File: src/rtl/qmc_fixed_pkg.sv
// Shared fixed-point definitions for the QMC inverse-CDF front end.
package qmc_fixed_pkg;

    localparam int Q_WIDTH = 32;
    localparam int Q_FRAC  = 16;

    // 0.5 and 1.0 in unsigned Q(Q_WIDTH-Q_FRAC).Q_FRAC
    localparam logic [Q_WIDTH-1:0] Q_HALF = Q_WIDTH'(1) << (Q_FRAC - 1);
    localparam logic [Q_WIDTH-1:0] Q_ONE  = Q_WIDTH'(1) << Q_FRAC;

    // Per-lane fold result; x is carried at package width, narrower lanes zero-extend
    typedef struct packed {
        logic [Q_WIDTH-1:0] x;
        logic               negate;
        logic               tail;
        logic               clamped;
    } fold_lane_t;

    // MAIN/SKID occupancy of the output buffer
    typedef enum logic [1:0] {
        BUF_EMPTY = 2'd0,
        BUF_ONE   = 2'd1,
        BUF_FULL  = 2'd2
    } buf_state_t;

    function automatic int unsigned popcount(input logic [63:0] v);
        int unsigned n;
        n = 0;
        for (int i = 0; i < 64; i++) n += 32'(v[i]);
        return n;
    endfunction

endpackage

File: src/rtl/inverse_cdf_fold_lane.sv
// One lane of the fold: clamp degenerate u, fold about 0.5, flag the lower tail.
module inverse_cdf_fold_lane
    import qmc_fixed_pkg::*;
#(
    parameter int WIDTH   = Q_WIDTH,
    parameter int QFRAC   = Q_FRAC,
    parameter int EPS_LSB = 1,
    parameter int P_LOW   = 1589
) (
    input  logic [WIDTH-1:0] u,
    output fold_lane_t       lane
);

    localparam logic [WIDTH-1:0] HALF = WIDTH'(1) << (QFRAC - 1);
    localparam logic [WIDTH-1:0] ONE  = WIDTH'(1) << QFRAC;
    localparam logic [WIDTH-1:0] EPS  = WIDTH'(EPS_LSB);
    localparam logic [WIDTH-1:0] HI   = ONE - EPS;
    localparam logic [WIDTH-1:0] PLOW = WIDTH'(P_LOW);

    logic [WIDTH-1:0] x;
    logic             negate;
    logic             clamped;

    // Clamp first so ONE-u below can never wrap
    always_comb begin
        x       = u;
        negate  = 1'b0;
        clamped = 1'b0;
        if (u < EPS) begin
            x       = EPS;
            negate  = 1'b1;
            clamped = 1'b1;
        end else if (u > HI) begin
            x       = EPS;
            clamped = 1'b1;
        end else if (u < HALF) begin
            negate  = 1'b1;
        end else begin
            x       = ONE - u;
        end
    end

    assign lane.x       = Q_WIDTH'(x);
    assign lane.negate  = negate;
    assign lane.tail    = (x < PLOW);
    assign lane.clamped = clamped;

endmodule

File: src/rtl/inverse_cdf_fold_multi.sv
// Multi-lane fold front end with a MAIN+SKID output buffer and clamp statistics.
module inverse_cdf_fold_multi
    import qmc_fixed_pkg::*;
#(
    parameter int NLANES  = 4,
    parameter int WIDTH   = Q_WIDTH,
    parameter int QFRAC   = Q_FRAC,
    parameter int EPS_LSB = 1,
    parameter int P_LOW   = 1589,
    parameter int CNT_W   = 16
) (
    input  logic                    clk,
    input  logic                    rst,
    input  logic                    in_valid,
    output logic                    in_ready,
    input  logic [NLANES*WIDTH-1:0] in_u,
    output logic                    out_valid,
    input  logic                    out_ready,
    output logic [NLANES*WIDTH-1:0] out_x,
    output logic [NLANES-1:0]       out_negate,
    output logic [NLANES-1:0]       out_tail,
    output logic [NLANES-1:0]       out_clamped,
    input  logic                    clr_stats,
    output logic [CNT_W-1:0]        clamp_cnt
);

    localparam int SUM_W = CNT_W + 8;
    localparam logic [CNT_W-1:0] CNT_MAX = '1;

    fold_lane_t                     fold [NLANES];
    logic [NLANES-1:0][WIDTH-1:0]   in_x, main_x, skid_x;
    logic [NLANES-1:0]              in_neg, in_tail, in_clamp;
    logic [NLANES-1:0]              main_neg, main_tail, main_clamp;
    logic [NLANES-1:0]              skid_neg, skid_tail, skid_clamp;

    buf_state_t state, state_nx;
    logic       accept, consume;
    logic       load_main, main_from_skid, load_skid;
    logic [SUM_W-1:0] cnt_sum;

    for (genvar g = 0; g < NLANES; g++) begin : g_lane
        inverse_cdf_fold_lane #(
            .WIDTH   (WIDTH),
            .QFRAC   (QFRAC),
            .EPS_LSB (EPS_LSB),
            .P_LOW   (P_LOW)
        ) u_lane (
            .u    (in_u[g*WIDTH +: WIDTH]),
            .lane (fold[g])
        );
        assign in_x[g]     = WIDTH'(fold[g].x);
        assign in_neg[g]   = fold[g].negate;
        assign in_tail[g]  = fold[g].tail;
        assign in_clamp[g] = fold[g].clamped;
    end

    // Ready depends only on buffer state (and reset), never on out_ready
    assign in_ready  = rst | (state != BUF_FULL);
    assign out_valid = (state != BUF_EMPTY);
    assign accept    = in_valid & in_ready;
    assign consume   = out_valid & out_ready;

    // Buffer occupancy register
    always_ff @(posedge clk) begin
        if (rst) state <= BUF_EMPTY;
        else     state <= state_nx;
    end

    // Next occupancy and which register loads this cycle
    always_comb begin
        state_nx       = state;
        load_main      = 1'b0;
        main_from_skid = 1'b0;
        load_skid      = 1'b0;
        case (state)
            BUF_EMPTY: begin
                if (accept) begin
                    load_main = 1'b1;
                    state_nx  = BUF_ONE;
                end
            end
            BUF_ONE: begin
                if (accept && consume) begin
                    load_main = 1'b1;
                end else if (accept) begin
                    load_skid = 1'b1;
                    state_nx  = BUF_FULL;
                end else if (consume) begin
                    state_nx  = BUF_EMPTY;
                end
            end
            BUF_FULL: begin
                if (consume) begin
                    main_from_skid = 1'b1;
                    state_nx       = BUF_ONE;
                end
            end
            default: state_nx = BUF_EMPTY;
        endcase
    end

    // MAIN and SKID data; reset clears both so the outputs read zero
    always_ff @(posedge clk) begin
        if (rst) begin
            main_x <= '0; main_neg <= '0; main_tail <= '0; main_clamp <= '0;
            skid_x <= '0; skid_neg <= '0; skid_tail <= '0; skid_clamp <= '0;
        end else begin
            if (load_main) begin
                main_x <= in_x; main_neg <= in_neg; main_tail <= in_tail; main_clamp <= in_clamp;
            end else if (main_from_skid) begin
                main_x <= skid_x; main_neg <= skid_neg; main_tail <= skid_tail; main_clamp <= skid_clamp;
            end
            if (load_skid) begin
                skid_x <= in_x; skid_neg <= in_neg; skid_tail <= in_tail; skid_clamp <= in_clamp;
            end
        end
    end

    assign out_x       = main_x;
    assign out_negate  = main_neg;
    assign out_tail    = main_tail;
    assign out_clamped = main_clamp;

    assign cnt_sum = SUM_W'(clamp_cnt) + SUM_W'(popcount(64'(in_clamp)));

    // Saturating clamp counter; clear wins over a same-cycle increment
    always_ff @(posedge clk) begin
        if (rst || clr_stats) clamp_cnt <= '0;
        else if (accept)      clamp_cnt <= (cnt_sum > SUM_W'(CNT_MAX)) ? CNT_MAX : cnt_sum[CNT_W-1:0];
    end

endmodule

File: config.mk
export PLATFORM = sky130hd
export DESIGN_NAME = inverse_cdf_fold_multi
export DESIGN_NICKNAME = d
export VERILOG_FILES = /design/src/rtl/qmc_fixed_pkg.sv /design/src/rtl/inverse_cdf_fold_lane.sv /design/src/rtl/inverse_cdf_fold_multi.sv
export SDC_FILE = /design/constraint.sdc
export NUM_CORES = 1
export LEC_CHECK = 0
export CORE_UTILIZATION = 45
export DETAILED_ROUTE_END_ITERATION = 10
export GPL_TIMING_DRIVEN = 0
export PLACE_DENSITY = 0.83
export SETUP_SLACK_MARGIN = 0.5
export SLEW_MARGIN = 20
export SYNTH_ARGS = -nofsm -noshare
export SYNTH_HDL_FRONTEND = slang
export SYNTH_SLANG_ARGS = --single-unit
File: constraint.sdc
create_clock -name clk -period 4.5 [get_ports clk]
set_clock_uncertainty 0.15 [all_clocks]
set_input_delay 0.675 -clock clk [delete_from_list [all_inputs] [get_ports clk]]
set_output_delay 0.675 -clock clk [all_outputs]
set_load 0.05 [all_outputs]
==> flow_summary.ini, run 1 <==
[critical_path]
reg2reg_slack_ns = 1.37
cp_max_fo = 7
critical-path-max-stage-delay_ns = 0.52
r2r-end = out_tail[2]$_SDFFE_PP0P_
ff2ff_path_depth = 7
crit_required_ns = 4.82
cp_num_buf_inv = 6
cp-start-kind = primary input
end_kind = flop
crit_path_top_delay_cell = fa_1
path_class = primary input to flop
cp_top_family = simple AND/OR/NAND/NOR gates
crit_arrival_ns = 4.30
regToRegStartpoint = state[1]$_SDFFE_PP0P_
crit_chain = clkdlybuf4s50_1, nor4_2, nand4_1, buf_6, a21oi_4, inv_2, clkbuf_8, fa_1, fa_2, fa_2, and3_4, nand3_4, or2_4, buf_8, or3_4, buf_8, a21oi_1

[synth]
synth.most_common_cell = dfxtp_1
syn-cell-area_um2 = 12900
synth_top_area_cell = dfxtp_1
ys_ff_latch = 298
synth_area_leaders = dfxtp_1, a22oi_1, nor2_1
yosysSeqAreaShare_pct = 46.3
synth_cells = 1522
synth_commonest_cells = dfxtp_1, nor2_1, nand2_1
synth_top_flop_cell = dfxtp_1
syn_nets = 1664
ys_warn_count = 0
synth_top_area_share_pct = 46.3
async_reset_ff_share_pct = 0
avgSynthCellArea_um2 = 8.47
synth.distinct_cells = 80
synth_edf_count = 0

[global_routing]
grt_max_degree = 15
grt_pass1_wl_um = 67900
grt_pass1_vias = 12600
antenna_found_initial = 6
grt_use_met2_pct = 48.8
grt-ovfl-total = 0
track_usage_pct = 29.2
grt_busiest_layer = met2
grtUsageMet1_pct = 35.9
grt_use_met3_pct = 8.12

[finish]
final_util_pct = 63.4
drive_gt1_share_pct = 8.46
fin_nets = 1998
area_growth_pct = 37.7

[cts]
cts-root-buf = clkbuf_16
cts_num_sinks = 298
cts_tree = built
clk_pin_slew_ns = 0.06
cts-buffers-inserted = 31
cts_hold_buf = 0
cts.path.max_buffers = 3
htree_levels = 1
clkLatencyLatePin_ns = 0.56

[power]
p_per_area_nw_per_um2 = 338
switchingPower_mw = 1.53
leakagePower_nw = 6.36
combPwrFrac_pct = 11.1
ir_drop_v = 0.000335
clkPwrFrac_pct = 44.1
netSwitchingFraction_pct = 25.5
pwr-share-seq_pct = 44.8
p_int_mw = 4.48
p_total_mw = 6.01

[sta]
max_freq_mhz = 251
worst_pin_slew_ns = 1.04
period_needed_ns = 3.98
setup_viol = 0
hold_viol_final = 0
maxSlewHeadroom_pct = 30.7
finalCritPeriodShare_pct = 88.4
slew_viol_final = 0
rsz0062_at_grt = true

[floorplanning]
core_region_area_um2 = 28000
io_pins = 291
start_util_pct = 46.0
die-area_um2 = 29300
die_w_um = 171
rows = 61
die_h_um = 171

[worst_hold_path]
hold-path-cell-count = 2
hp-start = skid_x[79]$_SDFFE_PP0P_
min_path_type = flop to flop
hold_end = skid_x[79]$_SDFFE_PP0P_

[detailed_routing]
drtAntennaViolNets = 0
drtIter0Drc = 1445
drc = 0
vias_per_cell = 5.85
wl_per_cell_um = 19.9
routed_wl_um = 45000
dr.pass1.iters = 6
vias = 13200

[placement]
io_buffers = 280
dp_hpwl_um = 31800
place_congestion = 0.955

[status]
outcome = completed

[run]
max_cap_violations = 0
## cells in the final DEF, fill, tap and decap left out, types with 6 or more instances in the layout
cell             instances
or2_2                   13
nor2_1                 198
nor4_1                  23
and2_1                  72
buf_4                   21
a222oi_1                14
a22oi_1                106
clkinv_2                 9
clkbuf_8                 8
nor2b_1                 12
o22ai_1                  6
a211oi_1                13
xor2_1                  29
a21oi_1                113
clkbuf_1                96
nor4_2                   6
dlygate4sd2_1            9
o21ai_0                 20
o31ai_1                 11
clkbuf_16               31
or3_1                   13
dlymetal6s2s_1          30
o41ai_1                 15
or4_1                    7
nor4_4                   6
buf_1                   13
inv_1                   15
nand2_1                169
nand2b_1                 9
nor3b_1                  8
a311oi_1                13
xnor2_1                 24
dfxtp_1                298
buf_2                    6
nand3_1                 26
nor3_1                  28
mux2i_1                  9
nand4_1                 12
clkdlybuf4s50_1        232
## sequential cells by signal, indices dropped and copies added (netlist names)
signal       count
out_clamped      4
out_negate       4
skid_neg         4
out_tail         4
skid_clamp       4
out_x          128
state            2
skid_tail        4
skid_x         128
clamp_cnt       16
## power groups by stage
stage          Combinational, mW  Clock (mW)  Sequential [mW]
6_report                   0.669        2.65             2.69
3_5_place_dp               0.646           0             2.75
5_1_grt                    0.708        2.77             2.69
3_3_place_gp               0.638           0             2.75
2_1_floorplan              0.268           0             2.82
4_1_cts                    0.651        2.66             2.69
## layout make-up
type / instances / area (um^2)
Timing Repair Buffer: 301 / 3000
Multi-Input combinational cell: 1085 / 6660
Clock buffer: 39 / 856
Antenna cell: 2 / 5.00
Tap cell: 378 / 473
Buffer: 119 / 533
Inverter: 20 / 80.1
Fill cell: 2290 / 10200
Clock inverter: 17 / 199
Sequential cell: 298 / 5970
## worst register-to-register path: stages, from the launching register on
cell and delay [ns]:
dfxtp_1 0.41, nor2b_1 0.26, and2_1 0.16, clkbuf_1 0.21, clkbuf_1 0.81, clkbuf_1 0.66
a22oi_1 0.21, o22ai_1 0.20
## how the worst max path moves through the flow
| stage | cells past startpoint | slack (ns) | startpoint | endpoint |
|---|---|---|---|---|
| floorplan | 16 | 0.21 | in_u[7] | clamp_cnt[10]$_SDFFE_PP0P_ |
| global placement | 16 | -0.84 | in_u[9] | clamp_cnt[8]$_SDFFE_PP0P_ |
| detailed placement | 19 | -0.87 | in_u[64] | clamp_cnt[2]$_SDFFE_PP0P_ |
| CTS | 17 | 0.50 | in_u[33] | clamp_cnt[8]$_SDFFE_PP0P_ |
| global route | 17 | 0.40 | in_u[93] | clamp_cnt[2]$_SDFFE_PP0P_ |
| finish | 17 | 0.52 | in_u[93] | clamp_cnt[6]$_SDFFE_PP0P_ |
## per-layer routing
metal | share of wire, % | up-vias
li1 | - | 6109
met1 | 39 | 6266
met2 | 47 | 724
met3 | 11 | 109
met4 | 3.2 | 6
met5 | 0.078 | -
## logic make-up after synthesis
family | after synthesis | synth area share, %
adder cells (fa/ha/maj) | 9 | 1.05
multiplexers | 12 | 0.961
flip-flops | 298 | 46.3
XOR/XNOR | 53 | 3.60
buffers and inverters | 139 | 4.18
AO/OA/AOI/OAI | 366 | 19.5
AND/OR/NAND/NOR | 645 | 24.4
## stage by stage
stage | std cells | hold WS (ns) | instance area (um^2) | worst slack, ns | setup TNS (ns)
floorplan | 1522 | 0.280 | 13000 | 0.207 | 0
global placement | 2180 | 0.289 | 16200 | -0.837 | -12.32
detailed placement | 2180 | 0.294 | 16200 | -0.868 | -12.79
CTS | 2250 | 0.302 | 17500 | 0.503 | 0
global route | 2258 | 0.318 | 17800 | 0.399 | 0
finish | 2259 | 0.305 | 17800 | 0.521 | 0
## repair_timing
action / CTS / global route
buffers inserted: 13 / 7
pin swaps: 11 / 11
gates resized for setup: 62 / 71
endpoints found under the setup margin: 16 / 15
cloned: 1 / 0
Power figures use the tool's default switching activity.
==> run 2: changes to the inputs <==
--- a/config.mk
+++ b/config.mk
@@ -5,6 +5,7 @@
 export SDC_FILE = /design/constraint.sdc
 export NUM_CORES = 1
 export LEC_CHECK = 0
+export CORE_MARGIN = 4
 export CORE_UTILIZATION = 45
 export DETAILED_ROUTE_END_ITERATION = 10
 export GPL_TIMING_DRIVEN = 0
==> run 2 against run 1 <==
Against the previous run:
- via count is 0.16% lower
- final area is 0.87% higher
- sequential share of layout area is 0.29 points lower
- die area is 7.1% higher
- non-clock buffer count is 5 higher
==> flow_summary.ini, run 2 (synthesized netlist as in run 1, its figures left out) <==
[cts]
cts-root-buf = clkbuf_16
clkLatencyLatePin_ns = 0.57
htree_levels = 1
clk_pin_slew_ns = 0.06
cts-buffers-inserted = 31
cts_tree = built
cts_num_sinks = 298
cts.path.max_buffers = 3

[power]
p_per_area_nw_per_um2 = 343
ir_drop_v = 0.000307
leakagePower_nw = 6.48

[floorplanning]
start_util_pct = 46.0
die_h_um = 177
core_region_area_um2 = 28000
die_w_um = 177
die-area_um2 = 31400
io_pins = 291
rows = 61

[global_routing]
track_usage_pct = 27.0
grt_max_degree = 17
grt_pass1_wl_um = 68700
grt_pass1_vias = 12600
antenna_found_initial = 11
grt-ovfl-total = 0

[sta]
maxSlewHeadroom_pct = 35.7
tns_ns = 0
setup_viol = 0
slew_viol_final = 0
period_needed_ns = 3.91
rsz0062_at_grt = true
worst_pin_slew_ns = 0.965
max_freq_mhz = 256
hold_viol_final = 0
finalCritPeriodShare_pct = 86.9

[detailed_routing]
dr.pass1.iters = 5
drtIter0Drc = 1456
routed_wl_um = 45300
vias_per_cell = 5.82
drc = 0
vias = 13200
wl_per_cell_um = 20.0
drtAntennaViolNets = 0

[critical_path]
cp-start-kind = primary input
end_kind = flop
crit_arrival_ns = 4.20
cp_max_fo = 6
ff2ff_path_depth = 8
path_class = primary input to flop
crit_required_ns = 4.80

[finish]
final_cells = 2266
n_fill_cell = 2255
area_growth_pct = 38.9
final_util_pct = 64.0
fin_nets = 2003
final_common_cell = dfxtp_1
drive_gt1_share_pct = 9.18
final_cell_mix = dfxtp_1, clkdlybuf4s50_1, nor2_1

[placement]
dp_hpwl_um = 32500
io_buffers = 280
place_congestion = 0.948
post-place-cells = 2180

[worst_hold_path]
hold-path-cell-count = 2
min_path_type = flop to flop

[run]
max_cap_violations = 0

[status]
outcome = completed
==> run 2: final timing paths <==
path	to	start	slack, ns
worst max-delay path	clamp_cnt[11]$_SDFFE_PP0P_	in_u[5]	0.59
worst min register to register	skid_x[103]$_SDFFE_PP0P_	skid_x[103]$_SDFFE_PP0P_	0.31
worst max register to register	out_x[31]$_SDFFE_PP0P_	state[1]$_SDFFE_PP0P_	1.32
worst min-delay path	skid_x[103]$_SDFFE_PP0P_	skid_x[103]$_SDFFE_PP0P_	0.31
==> run 2: routing by layer <==
| layer | track usage, % | vias up | share of wire (%) |
|---|---|---|---|
| li1 | - | 6133 | - |
| met1 | 33.6 | 6225 | 39 |
| met2 | 44.6 | 681 | 47 |
| met3 | 8.33 | 138 | 11 |
| met4 | 9.41 | 16 | 3.3 |
| met5 | 0 | - | 0.22 |
==> run 2: final cells by class <==
type | instances | area (um^2) | share of cell area [%]
sequential | 298 | 5970 | 33.3
buffer | 119 | 549 | 3.07
timing repair buffer | 306 | 3040 | 16.9
antenna | 3 | 7.51 | 0.0419
inverter | 20 | 82.6 | 0.461
clock inverter | 15 | 233 | 1.30
multi-input combinational | 1085 | 6670 | 37.2
clock buffer | 42 | 897 | 5.01
tap | 378 | 473 | 2.64
==> run 2: critical path, stage by stage <==
cell      delay, ns
buf_12         0.10
or4_4          0.53
buf_8          0.14
nor4bb_4       0.31
or2_0          0.18
buf_4          0.12
buf_6          0.10
fa_1           0.42
fa_2           0.38
fa_2           0.37
and3_4         0.20
nand3_4        0.08
o31ai_2        0.12
o21bai_1       0.21
a21oi_1        0.18
a211oi_1       0.07
==> run 2: power by group <==
part	internal (mW)	switching (mW)	total, mW
Clock	1.69	1.09	2.78
Combinational	0.240	0.432	0.673
Sequential	2.67	0.0232	2.69
==> run 2: repair_timing <==
action / in CTS / in global routing
resized for setup: 63 / 99
setup buffers: 14 / 11
hold buffers: 0 / 0
gates cloned: 1 / 0
endpoints found under the setup margin: 16 / 15
pin swaps: 13 / 28
hold endpoints to repair: 0 / 0
==> run 2: metrics by stage <==
step	setup slack [ns]	power (mW)	hold slack (ns)	cell area, um^2
floorplan	0.207	3.09	0.280	13000
global placement	-0.852	3.39	0.288	16200
detailed placement	-0.895	3.40	0.294	16200
CTS	0.497	6.14	0.304	17600
global route	0.432	6.33	0.320	17900
finish	0.591	6.14	0.307	17900
==> run 3: changes to the inputs <==
--- a/config.mk
+++ b/config.mk
@@ -10,7 +10,7 @@
 export DETAILED_ROUTE_END_ITERATION = 10
 export GPL_TIMING_DRIVEN = 0
 export PLACE_DENSITY = 0.83
-export SETUP_SLACK_MARGIN = 0.5
+export SETUP_SLACK_MARGIN = 0.02
 export SLEW_MARGIN = 20
 export SYNTH_ARGS = -nofsm -noshare
 export SYNTH_HDL_FRONTEND = slang
==> run 3 against run 2 <==
Against the previous run:
- via count decreased by 1.3%
- sequential power is essentially flat
- clock-buffer cell count rose by 1
- non-clock buffer count decreased by 23
- largest cell class unchanged
- highest routed layer unchanged
==> flow_summary.ini, run 3 (synthesized netlist as in run 1, its figures left out) <==
[detailed_routing]
vias = 13000
met1Wirelength_um = 16900
vias_per_cell = 5.82
maxUsedRoutingLayer = met5
drtAntennaViolNets = 0
drc = 0
dr.pass1.iters = 6
routed_wl_um = 44200
drtIter0Drc = 1391
dr_wl_met3_um = 4880
met2_length_um = 20600
wl_per_cell_um = 19.7

[placement]
pre_cts_ws_ns = -0.968
io_buffers = 280
placed_area_um2 = 16200
dp_hpwl_um = 32100
place_congestion = 0.907

[cts]
htree_levels = 1
cts-buffers-inserted = 30
cts_num_sinks = 298
cts_tree = built
clkLatencyLatePin_ns = 0.56
cts_hold_buf = 0
clk_pin_slew_ns = 0.06
cts.path.max_buffers = 3
cts-root-buf = clkbuf_16

[sta]
layout_setup_ws_ns = 0.214
setup_viol = 0
maxSlewHeadroom_pct = 37.1
rsz0062_at_grt = false
worst_pin_slew_ns = 0.941
slew_viol_final = 0
hold_viol_final = 0
period_needed_ns = 4.29
max_freq_mhz = 233
timing.hold.ws_ns = 0.306
finalCritPeriodShare_pct = 95.2

[floorplanning]
die_w_um = 177
die_h_um = 177
core_region_area_um2 = 28000
rows = 61
start_util_pct = 46.0
io_pins = 291
die-area_um2 = 31400

[power]
combPwrFrac_pct = 11.3
leakagePower_nw = 5.95
clkPwrFrac_pct = 42.8
p_per_area_nw_per_um2 = 338
switchingPower_mw = 1.50
ir_drop_v = 0.000335
netSwitchingFraction_pct = 25.6
pwr-share-seq_pct = 45.9
p_int_mw = 4.35

[global_routing]
grt_max_degree = 15
antenna_found_initial = 4
grt-ovfl-total = 0
grt_pass1_vias = 12900
grt_pass1_wl_um = 68900
track_usage_pct = 26.9

[critical_path]
crit_required_ns = 4.77
end_kind = flop
cp_common_cell = fa_1
path_class = primary input to flop
crit_arrival_ns = 4.56
crit_chain = clkdlybuf4s50_1, or4_1, buf_2, nor4_4, a21oi_4, inv_2, buf_6, fa_1, fa_2, fa_1, and3_1, nand3_2, or2_4, or3_1, clkbuf_4, a21oi_1
cp_max_fo = 10
cp-start-kind = primary input
critical-path-max-stage-delay_ns = 0.50
crit_path_top_delay_cell = or4_1
ff2ff_path_depth = 7
reg2reg_slack_ns = 1.35

[finish]
area_growth_pct = 34.3
diodes = 0
n_fill_cell = 2415
final_common_cell = dfxtp_1
final_cell_mix = dfxtp_1, clkdlybuf4s50_1, nor2_1
drive_gt1_share_pct = 5.33
fin_area_um2 = 17300
fin_nets = 1979
final_util_pct = 61.8

[worst_hold_path]
hold-path-cell-count = 2
min_path_type = flop to flop

[run]
max_cap_violations = 0

[status]
outcome = completed
==> run 3: changes by cell type in the layout (fill, tap and decap cells not counted), moves of 9 or more <==
cell and delta:
nor4_1 +9, dlymetal6s2s_1 -29, clkdlybuf4s50_1 +49, buf_4 -19
==> run 3: final timing paths <==
check | from | end
worst max-delay path | in_u[73] | clamp_cnt[9]$_SDFFE_PP0P_
worst min-delay path | skid_x[74]$_SDFFE_PP0P_ | skid_x[74]$_SDFFE_PP0P_
worst max register to register | state[1]$_SDFFE_PP0P_ | out_x[92]$_SDFFE_PP0P_
worst min register to register | skid_x[74]$_SDFFE_PP0P_ | skid_x[74]$_SDFFE_PP0P_
==> run 3: power by group through the flow <==
stage	Combinational [mW]	Clock, mW	Sequential [mW]
after floorplan	0.267	0	2.82
after global placement	0.633	0	2.75
after detailed placement	0.643	0	2.75
after CTS	0.648	2.52	2.69
after global routing	0.703	2.62	2.69
final	0.661	2.50	2.69
==> run 3: through the flow <==
step	cells	power (mW)	TNS [ns]
floorplan	1522	3.09	0
global placement	2180	3.38	-13.37
detailed placement	2180	3.39	-14.05
CTS	2236	5.86	0
global route	2237	6.02	0
finish	2237	5.85	0
==> run 3: worst max-delay path, delay by kind of cell <==
kind,cells,cell delay (ns)
AO/OA/AOI/OAI,2,0.23
buffers and inverters,5,1.06
AND/OR/NAND/NOR,6,1.43
adder cells (fa/ha/maj),3,1.18
==> run 3: area by class of cell <==
cell class                 count  area [um^2]  share of cell area [%]
clock inverter                11          120                   0.694
inverter                      20         76.3                   0.441
buffer                       117          477                    2.75
tap                          378          473                    2.73
clock buffer                  43          861                    4.97
timing repair buffer         285         2860                    16.5
multi-input combinational   1085         6480                    37.5
sequential                   298         5970                    34.5
==> run 3: metal layers <==
metal	GRT usage [%]	vias to the layer above
li1	-	6054
met5	0	-
met3	8.12	132
met1	33.0	6192
met4	10.2	8
met2	44.7	639
==> run 3: what timing repair did <==
item | in CTS | in global routing
setup buffers | 4 | 1
hold endpoints to repair | 0 | 0
pin swaps | 4 | 2
endpoints found under the setup margin | 16 | 14
resized for setup | 12 | 20
